### src/rtl/mem_arbiter_pkg.sv
// mem_arbiter_pkg: shared encodings for the memory port arbiter.
// Holds arbiter state, owner ids and default bus widths.
package mem_arbiter_pkg;

  localparam int ADDR_W_DEF = 28;
  localparam int DATA_W_DEF = 128;

  typedef enum logic [1:0] {
    IDLE   = 2'd0,
    BUSY_I = 2'd1,
    BUSY_D = 2'd2
  } state_t;

  typedef enum logic {
    ICACHE = 1'b0,
    DCACHE = 1'b1
  } owner_t;

endpackage

### src/rtl/mem_arbiter_rr_pick2.sv
// rr_pick2: two-way picker between icache and dcache requests.
// Ties go to dcache in fixed mode, else to the non-last grantee.
module rr_pick2
  import mem_arbiter_pkg::*;
#(
  parameter int FIXED_PRI = 0
) (
  input  logic   req_i,
  input  logic   req_d,
  input  owner_t last_grant,
  output owner_t grant
);

  logic d_wins_tie;

  assign d_wins_tie = (FIXED_PRI != 0) ||
                      (last_grant == ICACHE);

  // Pick the owner; icache is the default when only it asks.
  always_comb begin
    grant = ICACHE;
    unique case (1'b1)
      (req_i && req_d):
        grant = d_wins_tie ? DCACHE : ICACHE;
      (req_d && !req_i):
        grant = DCACHE;
      default:
        grant = ICACHE;
    endcase
  end

endmodule

### src/rtl/mem_arbiter.sv
// mem_arbiter: shares one memory port between icache and dcache.
// Winner's command is latched; ready is routed to the owner only.
module mem_arbiter
  import mem_arbiter_pkg::*;
#(
  parameter int FIXED_PRI = 0,
  parameter int ADDR_W    = ADDR_W_DEF,
  parameter int DATA_W    = DATA_W_DEF
) (
  input  logic              clk,
  input  logic              proc_reset,
  input  logic              i_mem_read,
  input  logic [ADDR_W-1:0] i_mem_addr,
  output logic [DATA_W-1:0] i_mem_rdata,
  output logic              i_mem_ready,
  input  logic              d_mem_read,
  input  logic              d_mem_write,
  input  logic [ADDR_W-1:0] d_mem_addr,
  input  logic [DATA_W-1:0] d_mem_wdata,
  output logic [DATA_W-1:0] d_mem_rdata,
  output logic              d_mem_ready,
  output logic              mem_read,
  output logic              mem_write,
  output logic [ADDR_W-1:0] mem_addr,
  output logic [DATA_W-1:0] mem_wdata,
  input  logic [DATA_W-1:0] mem_rdata,
  input  logic              mem_ready
);

  state_t state;
  owner_t last_grant;
  owner_t grant;
  logic   req_i;
  logic   req_d;

  assign req_i = i_mem_read;
  assign req_d = d_mem_read || d_mem_write;

  rr_pick2 #(
    .FIXED_PRI (FIXED_PRI)
  ) u_pick (
    .req_i      (req_i),
    .req_d      (req_d),
    .last_grant (last_grant),
    .grant      (grant)
  );

  assign i_mem_rdata = mem_rdata;
  assign d_mem_rdata = mem_rdata;
  assign i_mem_ready = mem_ready && (state == BUSY_I);
  assign d_mem_ready = mem_ready && (state == BUSY_D);

  // Grant from IDLE, hold the latched command until memory completes.
  always_ff @(posedge clk) begin
    if (proc_reset) begin
      state      <= IDLE;
      last_grant <= ICACHE;
      mem_read   <= 1'b0;
      mem_write  <= 1'b0;
      mem_addr   <= '0;
      mem_wdata  <= '0;
    end else begin
      unique case (state)
        IDLE: begin
          if (req_i || req_d) begin
            last_grant <= grant;
            if (grant == DCACHE) begin
              state     <= BUSY_D;
              mem_read  <= d_mem_read && !d_mem_write;
              mem_write <= d_mem_write;
              mem_addr  <= d_mem_addr;
              mem_wdata <= d_mem_wdata;
            end else begin
              state     <= BUSY_I;
              mem_read  <= 1'b1;
              mem_write <= 1'b0;
              mem_addr  <= i_mem_addr;
            end
          end
        end
        BUSY_I, BUSY_D: begin
          if (mem_ready) begin
            state     <= IDLE;
            mem_read  <= 1'b0;
            mem_write <= 1'b0;
          end
        end
        default: state <= IDLE;
      endcase
    end
  end

endmodule

### config.mk
export PLATFORM = sky130hd
export DESIGN_NAME = mem_arbiter
export DESIGN_NICKNAME = d
export VERILOG_FILES = /design/src/rtl/mem_arbiter_pkg.sv /design/src/rtl/mem_arbiter_rr_pick2.sv /design/src/rtl/mem_arbiter.sv
export SDC_FILE = /design/constraint.sdc
export NUM_CORES = 1
export LEC_CHECK = 0
export CAP_MARGIN = 40
export CORE_AREA = 2 2 283 285
export DETAILED_ROUTE_END_ITERATION = 12
export DIE_AREA = 0 0 285 287
export PLACE_DENSITY = 0.32
export SLEW_MARGIN = 20
export SYNTH_ARGS = -nofsm -noshare
export SYNTH_HDL_FRONTEND = slang
export SYNTH_SLANG_ARGS = --single-unit
### constraint.sdc
create_clock -name clk -period 1.5 [get_ports clk]
set_input_delay 0.225 -clock clk [delete_from_list [all_inputs] [get_ports clk]]
set_output_delay 0.225 -clock clk [all_outputs]
set_load 0.005 [all_outputs]
==> results.json <==
{
  "status": "complete, but fails checks",
  "violations": "negative setup slack",
  "finalInstanceArea_sq_um": 12500,
  "setup_tns_ns": -0.0635,
  "fin_crit_ns": 1.53,
  "ys_ff_latch": 161,
  "antenna_found_initial": 2,
  "synth_simple_gate_area_frac": 0.124,
  "rows": 103,
  "power_density_nw_per_um2": 1240,
  "cts.sinks": 161,
  "drive_gt1_frac": 0.150,
  "syn2layout_area_growth_pct": 51.4,
  "nets": 1461,
  "rr_endpoint": "mem_addr[0]",
  "place_area_sq_um": 11500,
  "syn-num-nets": 1352,
  "instances_no_fill": 2203,
  "clk_latency_ns": 0.47,
  "start_util": 0.105,
  "dieWidth_um": 285,
  "fin_ws_ns": -0.0337,
  "synthXorXnorAreaFrac": 0,
  "antenna_left": 0,
  "hold_path_class": "input port to register",
  "leakage_nw": 5.00,
  "worst_pin_slew_ns": 0.485,
  "skew_ns": 0.0115,
  "setup.worst_path.end_class": "primary output",
  "finalMaxSlewViolations": 0,
  "pre_cts_slack_ns": -0.427,
  "fp.dieH_um": 287,
  "rsz0062_at_grt": "yes",
  "grt_pass1_vias": 7581,
  "synth_compound_area_frac": 0.196,
  "drt_iter0_drc": 291,
  "drtPass1Iterations": 4,
  "drt-wirelength-per-cell_um": 18.1,
  "hpwl_um": 25000,
  "yosysSeqAreaShare": 0.390,
  "grt_overflow_total": 0,
  "min_path_cells": 2,
  "via_per_inst": 3.44,
  "p_int_mw": 10.2,
  "cts_tree": "built",
  "synthFlopType": "dfxtp_1",
  "r2r_start": "state[1]",
  "hold_viol_final": 0,
  "synth_cell_types": 27,
  "fin_crit_sh": 1.02,
  "crit_arrival_ns": 1.31,
  "synth_edf_count": 0,
  "crit_path_end": "i_mem_ready",
  "track_usage": 0.0862,
  "vias": 7581,
  "switching_power_mw": 5.36,
  "io_pins": 734,
  "worstPathMaxFanout": 2,
  "grt_max_degree": 59,
  "gp_congestion": 0.724,
  "placedCellCount": 2150,
  "relSlewSlack": 0.676,
  "vdd.ir_drop.worst_v": 0.000677,
  "port_buffers": 349,
  "cts_made_buffers": 17,
  "dieArea_sq_um": 81800,
  "combPwrFrac": 0.368,
  "path_clk_slew_ns": 0.07,
  "syn_inst": 1031,
  "power_frac_seq": 0.337,
  "rr_worst_depth": 6,
  "criticalPathCategory": "register to primary output",
  "startpoint": "state[0]",
  "fmax_mhz": 652,
  "synth_top_family_by_area": "buffers and inverters",
  "p_sw_frac": 0.344,
  "syn-cell-area_sq_um": 8270,
  "diodes": 0,
  "cts-htree-levels": 4,
  "max_cap_violations": 0,
  "grt_pass1_wl_um": 52000,
  "worstPathRequired_ns": 1.27,
  "clkPwrFrac": 0.295,
  "critPathLaunchType": "register",
  "synth_adder_area_share": 0.00454,
  "fp.coreArea_sq_um": 78600,
  "route.detailed.drc": 0,
  "syn_area_per_cell_sq_um": 8.02,
  "finalSetupViolCount": 3,
  "finalPower_mw": 15.6,
  "async_flop_share": 0,
  "routed_wirelength_um": 39800,
  "synthMuxAreaShare": 0.00121,
  "rrSetupSlack_ns": 0,
  "yosysWarnings": 0,
  "cts_buffer_depth": 2,
  "cts_root_buf": "clkbuf_16"
}
-- Yosys cell counts (2+ instances only) --
library cell	n	share of area
a21oi_1	131	0.079
a311oi_1	28	0.030
a32o_1	2	0.0024
and2_1	2	0.0015
buf_2	41	0.025
buf_4	262	0.24
buf_6	2	0.0027
clkbuf_1	39	0.018
dfxtp_1	161	0.39
ha_1	3	0.0045
inv_1	2	0.00091
nand2_1	57	0.026
nand3_1	128	0.077
nor2_1	31	0.014
o21ai_0	130	0.079
-- per-stage QoR --
stage / util / hold WS, ns
after floorplan: - / 0.373
after global placement: 0.146 / 0.450
after detailed placement: 0.146 / 0.450
after CTS: 0.154 / 0.0890
after global routing: 0.159 / 0.105
final: 0.159 / 0.131
-- layout by cell type (no fill, tap or decap), types with 3 or more instances in the layout --
cell,instances
dfxtp_1,131
buf_4,42
clkbuf_16,26
nand2_1,57
buf_6,9
nor2_1,31
o21ai_1,80
buf_16,8
ha_4,3
a311oi_2,4
o21ai_0,44
a311oi_1,24
o21ai_2,6
a21oi_1,131
dfxtp_2,29
clkdlybuf4s50_1,187
dlygate4sd2_1,157
buf_12,17
clkinv_2,6
nand3_1,128
-- timing repair --
action,4_1_cts,5_1_grt
cloned,4,13
resized for setup,214,119
setup buffers,1,4
endpoints found under the setup margin,277,116
hold buffers,0,0
pin swaps,1,7
-- area by class of cell --
type | instances | area [sq um]
Clock inverter | 13 | 134
Clock buffer | 19 | 443
Tap cell | 1050 | 1310
Inverter | 3 | 27.5
Sequential cell | 161 | 3260
Fill cell | 8974 | 66100
Multi-Input combinational cell | 524 | 2840
Timing Repair Buffer | 433 | 4500
-- worst min-delay path by stage --
| stage | startpoint | end | slack [ns] |
|---|---|---|---|
| final | proc_reset | mem_wdata[53] | 0.13 |
| after floorplan | d_mem_wdata[0] | mem_wdata[0] | 0.37 |
| after global routing | proc_reset | mem_wdata[51] | 0.11 |
| after CTS | proc_reset | mem_wdata[59] | 0.09 |
| after global placement | mem_rdata[2] | d_mem_rdata[2] | 0.45 |
| after detailed placement | mem_rdata[2] | d_mem_rdata[2] | 0.45 |
-- power groups by stage --
stage | Sequential (mW) | Clock, mW | Combinational (mW)
finish | 5.25 | 4.59 | 5.74
global route | 5.33 | 5.01 | 6.26
CTS | 5.25 | 4.89 | 4.90
detailed placement | 5.34 | 0 | 4.90
global placement | 5.33 | 0 | 4.91
floorplan | 5.33 | 0 | 2.40
-- kinds of logic (layout without fill, tap and decap cells) --
logic type               after synthesis  after routing
buffers and inverters                347            468
AND/OR/NAND/NOR                      224            224
adder cells (fa/ha/maj)                3              3
AO/OA/AOI/OAI                        295            296
flip-flops                           161            161
multiplexers                           1              1
-- registers in the layout (all words and copies together), names as in the netlist --
register and count:
mem_wdata 128, mem_addr 28, state 2, last_grant 1
mem_read 1, mem_write 1
-- critical path, cell delays in order (launching register included) --
cell and delay [ns]:
dfxtp_2 0.33, buf_6 0.11, ha_4 0.15, and2_4 0.13, buf_6 0.11
-- layer usage --
layer,up-vias,share of wire,global-route usage
li1,3511,-,-
met3,105,0.091,0.0428
met4,0,0.044,0.0490
met5,-,0,0
met1,3544,0.43,0.100
met2,421,0.44,0.128
No activity file was read; power rests on OpenSTA's default activity.
